**src/rtl/seg_scan_driver_if.sv**
```systemverilog
// Load/display bundle for seg_scan_driver: the master drives the load side, the slave (driver) drives the display side.
interface seg_scan_driver_if #(
    parameter int SEG_COUNT = 4
);
    logic                   load;
    logic [4*SEG_COUNT-1:0] digits;
    logic [SEG_COUNT-1:0]   dp;
    logic [SEG_COUNT-1:0]   blank;
    logic [7:0]             seg;
    logic [SEG_COUNT-1:0]   an;
    logic                   frame_done;
    logic                   pending;

    modport master (
        output load, digits, dp, blank,
        input  seg, an, frame_done, pending
    );

    modport slave (
        input  load, digits, dp, blank,
        output seg, an, frame_done, pending
    );
endinterface

```
**src/rtl/seg_scan_driver.sv**
```systemverilog
// Time-multiplexed seven-segment scanner with frame-aligned double buffering.
// Optional macro SEG_LZB_EN enables leading-zero blanking.
module seg_scan_driver #(
    parameter int SEG_COUNT = 4,
    parameter int CLK_DIV   = 50000
) (
    input  logic              clk,
    input  logic              rst,
    seg_scan_driver_if.slave  bus
);
    localparam int CW = $clog2(CLK_DIV);
    localparam int IW = $clog2(SEG_COUNT);

    logic [CW-1:0]          r_cnt;
    logic [IW-1:0]          r_idx;
    logic [4*SEG_COUNT-1:0] r_pend_dig, r_act_dig;
    logic [SEG_COUNT-1:0]   r_pend_dp, r_act_dp;
    logic [SEG_COUNT-1:0]   r_pend_bl, r_act_bl;
    logic                   r_pending;
    logic                   r_frame_done;
    logic [7:0]             r_seg;
    logic [SEG_COUNT-1:0]   r_an;

    logic                   w_last_cnt, w_bnd;
    logic [CW-1:0]          w_cnt_nxt;
    logic [IW-1:0]          w_idx_nxt;
    logic [4*SEG_COUNT-1:0] w_act_dig_nxt;
    logic [SEG_COUNT-1:0]   w_act_dp_nxt, w_act_bl_nxt;
    logic [3:0]             w_nib;
    logic                   w_dp_bit, w_bl_bit, w_dark;
    logic [7:0]             w_seg_nxt;
    logic [SEG_COUNT-1:0]   w_an_nxt;

    function automatic logic [6:0] hex7(input logic [3:0] n);
        case (n)
            4'h0: hex7 = 7'h3F;  4'h1: hex7 = 7'h06;  4'h2: hex7 = 7'h5B;  4'h3: hex7 = 7'h4F;
            4'h4: hex7 = 7'h66;  4'h5: hex7 = 7'h6D;  4'h6: hex7 = 7'h7D;  4'h7: hex7 = 7'h07;
            4'h8: hex7 = 7'h7F;  4'h9: hex7 = 7'h6F;  4'hA: hex7 = 7'h77;  4'hB: hex7 = 7'h7C;
            4'hC: hex7 = 7'h39;  4'hD: hex7 = 7'h5E;  4'hE: hex7 = 7'h79;  default: hex7 = 7'h71;
        endcase
    endfunction

    assign w_last_cnt = (r_cnt == CW'(CLK_DIV - 1));
    assign w_bnd      = w_last_cnt && (r_idx == IW'(SEG_COUNT - 1));
    assign w_cnt_nxt  = w_last_cnt ? '0 : r_cnt + CW'(1);

    always_comb begin
        w_idx_nxt = r_idx;
        if (w_last_cnt)
            w_idx_nxt = (r_idx == IW'(SEG_COUNT - 1)) ? '0 : r_idx + IW'(1);
    end

    // A load on the boundary cycle bypasses the pending buffer entirely.
    always_comb begin
        w_act_dig_nxt = r_act_dig;
        w_act_dp_nxt  = r_act_dp;
        w_act_bl_nxt  = r_act_bl;
        if (w_bnd && bus.load) begin
            w_act_dig_nxt = bus.digits;
            w_act_dp_nxt  = bus.dp;
            w_act_bl_nxt  = bus.blank;
        end else if (w_bnd && r_pending) begin
            w_act_dig_nxt = r_pend_dig;
            w_act_dp_nxt  = r_pend_dp;
            w_act_bl_nxt  = r_pend_bl;
        end
    end

    always_comb begin
        w_nib    = 4'h0;
        w_dp_bit = 1'b0;
        w_bl_bit = 1'b0;
        for (int i = 0; i < SEG_COUNT; i++) begin
            if (w_idx_nxt == IW'(i)) begin
                w_nib    = w_act_dig_nxt[4*i +: 4];
                w_dp_bit = w_act_dp_nxt[i];
                w_bl_bit = w_act_bl_nxt[i];
            end
        end
    end

`ifdef SEG_LZB_EN
    logic [SEG_COUNT-1:0] w_lzb;

    // Digits above the most significant nonzero-or-dp digit are dark; digit 0 never is.
    always_comb begin
        logic seen;
        seen  = 1'b0;
        w_lzb = '0;
        for (int i = SEG_COUNT - 1; i >= 1; i--) begin
            if ((w_act_dig_nxt[4*i +: 4] != 4'h0) || w_act_dp_nxt[i])
                seen = 1'b1;
            w_lzb[i] = ~seen;
        end
    end

    always_comb begin
        w_dark = w_bl_bit;
        for (int i = 0; i < SEG_COUNT; i++)
            if ((w_idx_nxt == IW'(i)) && w_lzb[i])
                w_dark = 1'b1;
    end
`else
    assign w_dark = w_bl_bit;
`endif

    always_comb begin
        w_seg_nxt = 8'hFF;
        w_an_nxt  = '1;
        if (w_cnt_nxt != '0) begin
            w_an_nxt = ~(SEG_COUNT'(1) << w_idx_nxt);
            if (!w_dark)
                w_seg_nxt = ~{w_dp_bit, hex7(w_nib)};
        end
    end

    always_ff @(posedge clk or negedge rst) begin
        if (!rst) begin
            r_cnt        <= '0;
            r_idx        <= '0;
            r_pend_dig   <= '0;
            r_pend_dp    <= '0;
            r_pend_bl    <= '0;
            r_act_dig    <= '0;
            r_act_dp     <= '0;
            r_act_bl     <= '0;
            r_pending    <= 1'b0;
            r_frame_done <= 1'b0;
            r_seg        <= 8'hFF;
            r_an         <= '1;
        end else begin
            r_cnt        <= w_cnt_nxt;
            r_idx        <= w_idx_nxt;
            r_act_dig    <= w_act_dig_nxt;
            r_act_dp     <= w_act_dp_nxt;
            r_act_bl     <= w_act_bl_nxt;
            r_frame_done <= w_bnd;
            r_seg        <= w_seg_nxt;
            r_an         <= w_an_nxt;
            if (bus.load && !w_bnd) begin
                r_pend_dig <= bus.digits;
                r_pend_dp  <= bus.dp;
                r_pend_bl  <= bus.blank;
                r_pending  <= 1'b1;
            end else if (w_bnd) begin
                r_pending  <= 1'b0;
            end
        end
    end

    assign bus.seg        = r_seg;
    assign bus.an         = r_an;
    assign bus.frame_done = r_frame_done;
    assign bus.pending    = r_pending;
endmodule

```
**src/flat_wrapper.sv**
```systemverilog
// flat-port wrapper written by rule: the top's interface ports become plain ports
module seg_scan_driver_flat 
#(
    parameter int SEG_COUNT = 4,
    parameter int CLK_DIV   = 50000
)
  (clk, rst, bus_load, bus_digits, bus_dp, bus_blank, bus_seg, bus_an, bus_frame_done, bus_pending);
  seg_scan_driver_if #(.SEG_COUNT(SEG_COUNT)) bus_i ();
  input  logic clk;
  input  logic rst;
  input wire logic [$bits(bus_i.load)-1:0] bus_load;
  input wire logic [$bits(bus_i.digits)-1:0] bus_digits;
  input wire logic [$bits(bus_i.dp)-1:0] bus_dp;
  input wire logic [$bits(bus_i.blank)-1:0] bus_blank;
  output wire logic [$bits(bus_i.seg)-1:0] bus_seg;
  output wire logic [$bits(bus_i.an)-1:0] bus_an;
  output wire logic [$bits(bus_i.frame_done)-1:0] bus_frame_done;
  output wire logic [$bits(bus_i.pending)-1:0] bus_pending;
  assign bus_i.load = bus_load;
  assign bus_i.digits = bus_digits;
  assign bus_i.dp = bus_dp;
  assign bus_i.blank = bus_blank;
  assign bus_seg = bus_i.seg;
  assign bus_an = bus_i.an;
  assign bus_frame_done = bus_i.frame_done;
  assign bus_pending = bus_i.pending;
  seg_scan_driver #(.SEG_COUNT(SEG_COUNT), .CLK_DIV(CLK_DIV)) u_core (.clk(clk), .rst(rst), .bus(bus_i));
endmodule
```
**config.mk**
```make
export PLATFORM = sky130hd
export DESIGN_NAME = seg_scan_driver_flat
export DESIGN_NICKNAME = d
export VERILOG_FILES = /design/src/rtl/seg_scan_driver_if.sv /design/src/rtl/seg_scan_driver.sv /design/src/flat_wrapper.sv
export SDC_FILE = /design/constraint.sdc
export NUM_CORES = 1
export LEC_CHECK = 0
export BUFFER_PORTS_ARGS = -buffer_cell sky130_fd_sc_hd__buf_2
export CAP_MARGIN = 20
export CORE_UTILIZATION = 34
export DETAILED_ROUTE_END_ITERATION = 16
export GPL_ROUTABILITY_DRIVEN = 0
export PLACE_DENSITY = 0.59
export SLEW_MARGIN = 40
export SYNTH_ARGS = -nofsm -noshare
export SYNTH_HDL_FRONTEND = slang
export SYNTH_SLANG_ARGS = --single-unit
```
**constraint.sdc**
```tcl
create_clock -name clk -period 5.3 [get_ports clk]
set_input_delay 1.06 -clock clk [delete_from_list [all_inputs] [get_ports clk]]
set_output_delay 1.06 -clock clk [all_outputs]
set_load 0.02 [all_outputs]
```
Yosys cells after proc, flatten, opt, wreduce, memory -nomap -nowiden
Memory sizes are Yosys's and may differ from the RTL's.
Cells that the tools add are included.
W data, S select, Z words.
{"block": "op_classes", "add_sub_neg": 2, "n_eq_ne": 5, "n_shift": 1, "muxes": 28, "bitwise_logic": 2, "reduce_logical": 8}
{"op": "$mux W16", "n": 3}
{"op": "$mux W4", "n": 9}
{"op": "$add A16 B1 Y16 const B", "n": 1}
{"op": "$eq A16 B16 Y1 const B", "n": 1}
{"op": "$mux W8", "n": 2}
{"op": "$reduce_bool A16 Y1", "n": 1}
{"op": "$mux W7", "n": 2}
{"op": "$mux W1", "n": 10}
{"op": "$not A8 Y8", "n": 1}
{"op": "$eq A2 B2 Y1 const B", "n": 3}
{"op": "$logic_and A1 B1 Y1", "n": 4}
{"op": "$mux W2", "n": 2}
{"op": "$not A4 Y4", "n": 1}
{"op": "$shl A1 B2 Y4 const A", "n": 1}
{"op": "$add A2 B1 Y2 const B", "n": 1}
{"op": "$eq A2 B1 Y1 const B", "n": 1}
{"op": "$logic_not A2 Y1", "n": 1}
{"op": "$reduce_bool A2 Y1", "n": 1}
{"op": "$logic_not A1 Y1", "n": 1}
{"block": "totals", "ff_bits": 80, "romBits": 112, "input_bits": 27, "output_inout_bits": 14, "word_cells": 59, "mem_count": 1}
{"memory": "(name not given)", "words": 16, "width": 7, "rd": 1, "rd_ports_with_merged_regs": 0, "wr": 0, "line": "seg_scan_driver.sv:35", "text": "case (n)"}

Longest topological paths before layout
An unclocked memory read counts as a cell.
{"block": "logic_depth", "word_depth": 15, "depth_mapped": 17, "mapped_depth_nobuf": 14}

Worst setup path before layout
No wires, ideal clock.
{"block": "synth_path", "path_kind": "register to register", "start": "register u_core.r_cnt[7]", "end": "register u_core.r_seg[3] (netlist: u_core.bus.seg[3])", "setup_ns": 0.083, "t_arrival_ns": 3.407, "required_ns": 5.217, "path_slack_ns": 1.810, "path_stages_with_launch": 18, "n_path_buf": 5, "synth_period_minus_slack_ns": 3.490, "path_cell_list": "dfrtp_1 -> buf_6 -> or4b_4 -> or4_4 -> buf_6 -> clkinv_4 -> buf_6 -> buf_6 -> buf_6 -> a32oi_1 -> nand3_1 -> o21ai_1 -> mux2i_1 -> inv_1 -> ha_1 -> nor2_1 -> a211oi_1 -> o21ai_1"}
{"block": "synth_between", "elab_chain_cells": 15, "word_cells_on_any_way": 30, "cone_classes": "add/sub: 1; eq/ne: 4; mux: 18; bitwise: 1; reduce/logical: 5; memory: 1"}
{"item": "start, declared", "line": "seg_scan_driver.sv:14", "text": "logic [CW-1:0] r_cnt;"}
{"item": "start signal, assigned", "line": "seg_scan_driver.sv:132", "text": "r_cnt <= w_cnt_nxt;"}
{"item": "$eq A16 B16 Y1 (*)", "line": "seg_scan_driver.sv:43", "text": "assign w_last_cnt = (r_cnt == CW'(CLK_DIV - 1));"}
{"item": "$logic_and A1 B1 Y1 (*)", "line": "seg_scan_driver.sv:44", "text": "assign w_bnd = w_last_cnt && (r_idx == IW'(SEG_COUNT - 1));"}
{"item": "named net u_core.w_bnd", "line": "seg_scan_driver.sv:24", "text": "logic w_last_cnt, w_bnd;"}
{"item": "$logic_and A1 B1 Y1", "line": "seg_scan_driver.sv:62", "text": "end else if (w_bnd && r_pending) begin"}
{"item": "$mux W16", "line": "seg_scan_driver.sv:62"}
{"item": "$mux W16", "line": "seg_scan_driver.sv:58", "text": "if (w_bnd && bus.load) begin"}
{"item": "$mux W4 (4 in a row)", "line": "seg_scan_driver.sv:74", "text": "if (w_idx_nxt == IW'(i)) begin"}
{"item": "$mem_v2 Z16 W7"}
{"item": "$mux W7", "line": "seg_scan_driver.sv:112", "text": "if (!w_dark)"}
{"item": "$mux W7", "line": "seg_scan_driver.sv:110", "text": "if (w_cnt_nxt != '0) begin"}
{"item": "$not A8 Y8", "line": "seg_scan_driver.sv:113", "text": "w_seg_nxt = ~{w_dp_bit, hex7(w_nib)};"}
{"item": "$mux W8 (*)", "line": "seg_scan_driver.sv:112"}
{"item": "$mux W8 (*)", "line": "seg_scan_driver.sv:110"}
{"item": "named net u_core.w_seg_nxt[3]", "line": "seg_scan_driver.sv:31", "text": "logic [7:0] w_seg_nxt;"}
{"item": "end signal, assigned", "line": "seg_scan_driver.sv:138", "text": "r_seg <= w_seg_nxt;"}
{"item": "end, declared", "line": "seg_scan_driver.sv:21", "text": "logic [7:0] r_seg;"}
The timed path passes the listed nets; every way through them passes the cells marked *. The select of a mux whose other input is x is not followed.
A chain may end at the register's enable or synchronous reset.

Worst setup path in the final report
{"block": "layout_path", "start": "register u_core.r_cnt[4]", "end": "register u_core.r_seg[3] (netlist: u_core.bus.seg[3])"}
{"block": "layout_between", "elab_chain_cells": 15, "word_cells_on_any_way": 30, "cone_classes": "add/sub: 1; eq/ne: 4; mux: 18; bitwise: 1; reduce/logical: 5; memory: 1"}
{"item": "$eq A16 B16 Y1", "line": "seg_scan_driver.sv:43"}
{"item": "$logic_and A1 B1 Y1", "line": "seg_scan_driver.sv:44"}
{"item": "$logic_and A1 B1 Y1", "line": "seg_scan_driver.sv:62"}
{"item": "$mux W16", "line": "seg_scan_driver.sv:62"}
{"item": "$mux W16", "line": "seg_scan_driver.sv:58"}
{"item": "$mux W4 (4 in a row)", "line": "seg_scan_driver.sv:74"}
{"item": "$mem_v2 Z16 W7"}
{"item": "$mux W7", "line": "seg_scan_driver.sv:112"}
{"item": "$mux W7", "line": "seg_scan_driver.sv:110"}
{"item": "$not A8 Y8", "line": "seg_scan_driver.sv:113"}
{"item": "$mux W8", "line": "seg_scan_driver.sv:112"}
{"item": "$mux W8 (*)", "line": "seg_scan_driver.sv:110"}
{"item": "named net u_core.w_seg_nxt[3]", "line": "seg_scan_driver.sv:31"}
Marks and branches as above.

==> summary.txt <==
Outcome
  • Status: finished with violations
  • Failing checks: design-rule violations

GRT
  • GR Overflow Total: 0
  • Global-route wire length before repair: 15100 µm
  • Vias in the first global route: 2974
  • Total track usage: 15.4%
  • Largest net degree at the start of global routing: 81
  • Initial antenna violation count: 0

Routing
  • DR vias/cell: 5.30
  • DRT Pass-1 Iters: 10
  • Iter 0 DRT Violations: 146
  • DRC Markers: 3
  • Total wire length: 9060 µm
  • Detail Route Antenna Nets: 0
  • Avg WL per Cell: 15.5 µm
  • Via count of the routed design: 3106

Layout
  • Layout Utilization: 40.6%
  • N_diodes: 0
  • Post-layout nets: 474
  • Design area: 4680 µm²
  • Layout cells sized above 1: 25.5%
  • Area delta synth->final: 15.0%

Place
  • Post-DP Area: 4350 µm²
  • Port buffer count: 40
  • DP Wirelength: 5930 µm
  • Setup WS pre-CTS: 1.41 ns

Setup path
  • R2r endpoint: u_core.bus.seg[3]
  • Reg-to-reg setup timing slack: 1.42 ns
  • Startpoint Class: flip-flop
  • Critical Path RT: 5.56 ns
  • Crit. End Element: flip-flop
  • Worst EP arrival: 4.15 ns
  • Worst path slowest cell: or4_4
  • Slowest stage delay, CP: 0.73 ns
  • Worst Path Class, Setup: reg2reg
  • Crit-path cells: or4_4, or4_4, clkinv_4, and3_1, a21oi_1, nand3_1, o21ai_1, mux2i_1, inv_1, ha_1, nor2_1, a211oi_1, o21ai_1
  • Worst-path fanout max: 34
  • Register-to-Register Path Depth: 13
  • Delay-heaviest family, CP: simple AND/OR/NAND/NOR gates
  • Bufs and invs on worst path: 2
  • RR Startpoint: u_core.r_cnt[4]

Job
  • Total of max-cap violations: 0

Power
  • Max VDD drop: 0.174 mV
  • Total Power: 0.00137 W
  • P_leak: 2.14 nW
  • Power density over the cells: 294 nW/µm²

Synthesis
  • Top_reg_cell synth: dfrtp_1
  • Synthesis Warnings: 0
  • Most common cell in the synthesized netlist: dfrtp_1
  • Post-Syn Area: 4070 µm²
  • Top cells by count, synth: dfrtp_1 (68), nor2_1 (56), nand2_1 (40)
  • Top cell type's share of synthesized area: 41.8%
  • Seq cells post-synth: 80
  • Post-Syn Instances: 406
  • Distinct cells, synth: 54
  • EDFF count, synth: 0
  • Syn_nets: 442
  • Seq/Total Area, Yosys: 49.6%
  • Share of synthesized registers carrying an async set or reset: 100%
  • Leading area contributor after synthesis: dfrtp_1
  • Avg Inst Size Synth: 10.0 µm²
  • Synth top area cells: dfrtp_1 (42%), dfstp_2 (7.8%), mux2_2 (6.9%)

Timing
  • Count of final max-slew check failures: 0
  • TNS Setup: 0 ns
  • Worst Tran Pin Value: 0.690 ns
  • RSZ-0062 raised after global routing: no
  • Min Clock Period, post-route: 3.88 ns
  • Final WS setup: 1.42 ns
  • Worst rel slew slack: 52.7%
  • Final-report hold violation count: 0
  • Final setup fails: 0
  • Final setup skew: 0.0105 ns
  • Fin crit share: 73.3%
  • Fmax: 257 MHz

Floorplanning
  • CORE AREA: 11500 µm²
  • Total die area: 12400 µm²
  • Die Ht: 111 µm
  • Die X-Extent: 111 µm
  • Row cnt: 39
  • I/O pin count: 41
  • Initial Util: 35.3%

Clock network
  • Reg clk slew, reported paths: 0.06 ns
  • CTS Buffer Depth: 2
  • Number of setup buffers added after CTS: 0
  • H-tree depth: 3
  • CTS sink cnt: 80
  • CTS tree: built
  • Root Driver: clkbuf_16
  • Clk Latency, worst-skew pair: 0.34 ns
  • Post-CTS Resized: 0
  • Num CTS Buffers: 9
  • CTS Hold Buffers Added: 0

Worst hold path
  • Sink of the worst hold path: u_core.r_act_dig[14]
  • Hold path cells: 2
  • Hold Crit Class: reg2reg
  • Hold Path Origin: u_core.r_act_dig[14]
## worst max path at each step
stage	start	endpoint	slack, ns	depth (start not counted)
after floorplan	u_core.r_cnt[7]	u_core.bus.seg[3]	1.81	17
after global placement	u_core.r_cnt[4]	u_core.bus.seg[3]	1.51	13
after detailed placement	u_core.r_cnt[4]	u_core.bus.seg[3]	1.41	13
after CTS	u_core.r_cnt[4]	u_core.bus.seg[3]	1.40	13
after global routing	u_core.r_cnt[4]	u_core.bus.seg[3]	1.19	13
final	u_core.r_cnt[4]	u_core.bus.seg[3]	1.42	13
## where the power goes
part           switching (W)  internal (W)   total, W
Clock               0.000251      0.000427   0.000678
Sequential        0.00000957      0.000630   0.000639
Combinational      0.0000307     0.0000251  0.0000558
## state kept, by name (all words and copies together), names as in the netlist
name,count
u_core.r_pend_dp,4
u_core.bus.seg,8
u_core.bus.pending,1
u_core.r_act_dp,4
u_core.r_cnt,16
u_core.r_act_bl,4
u_core.r_idx,2
u_core.r_act_dig,16
u_core.bus.an,4
u_core.bus.frame_done,1
u_core.r_pend_dig,16
u_core.r_pend_bl,4
## worst reg2reg max path: stages, from the launching register on
cell and delay [ns]:
dfrtp_1 0.44, or4_4 0.58, or4_4 0.73, clkinv_4 0.29, and3_1 0.20, a21oi_1 0.05, nand3_1 0.09, o21ai_1 0.07
mux2i_1 0.48, inv_1 0.18, ha_1 0.34, nor2_1 0.05, a211oi_1 0.22, o21ai_1 0.09
## per-stage QoR
stage | hold slack (ns) | instances
finish | 0.501 | 586
global route | 0.518 | 586
CTS | 0.503 | 586
detailed placement | 0.488 | 570
global placement | 0.477 | 570
floorplan | 0.462 | 406
## layer usage
layer  wire length (µm)  up-vias  GRT usage, %
met5                  0        -             0
met3                444       11          3.92
met1               4000     1511          20.4
met2               4480       78          24.7
li1                   -     1506             -
met4                140        0          5.14
## logic make-up after synthesis
group	share of synthesized area, %
DFF	49.6
adders and majority gates	2.77
muxes	7.91
xor gates and xnor gates	3.01
and+or+nand+nor	19.7
AOI/OAI and AO/OA	11.9
buffers and inverters	5.08
## layout make-up
cell class / count / area [µm²]
Clock buffer: 10 / 239
Inverter: 15 / 61.3
Tap cell: 143 / 179
Multi-Input combinational cell: 287 / 1850
Sequential cell: 80 / 2020
Fill cell: 1135 / 6840
Clock inverter: 6 / 90.1
Timing Repair Buffer: 45 / 244
## cells in the final DEF, fill, tap and decap left out, drive strengths merged, types with 4 or more instances in the layout
| master | count |
|---|---|
| o22ai | 9 |
| xor2 | 5 |
| a21oi | 17 |
| and3 | 11 |
| mux2i | 4 |
| a32oi | 13 |
| mux2 | 25 |
| nor2 | 56 |
| nand3 | 31 |
| buf | 45 |
| nand2 | 41 |
| inv | 15 |
| dfrtp | 68 |
| nor3 | 8 |
| o21ai | 9 |
| dfstp | 12 |
| ha | 9 |
| clkbuf | 10 |
| xnor2 | 9 |
(Power assumes the default switching activity.)
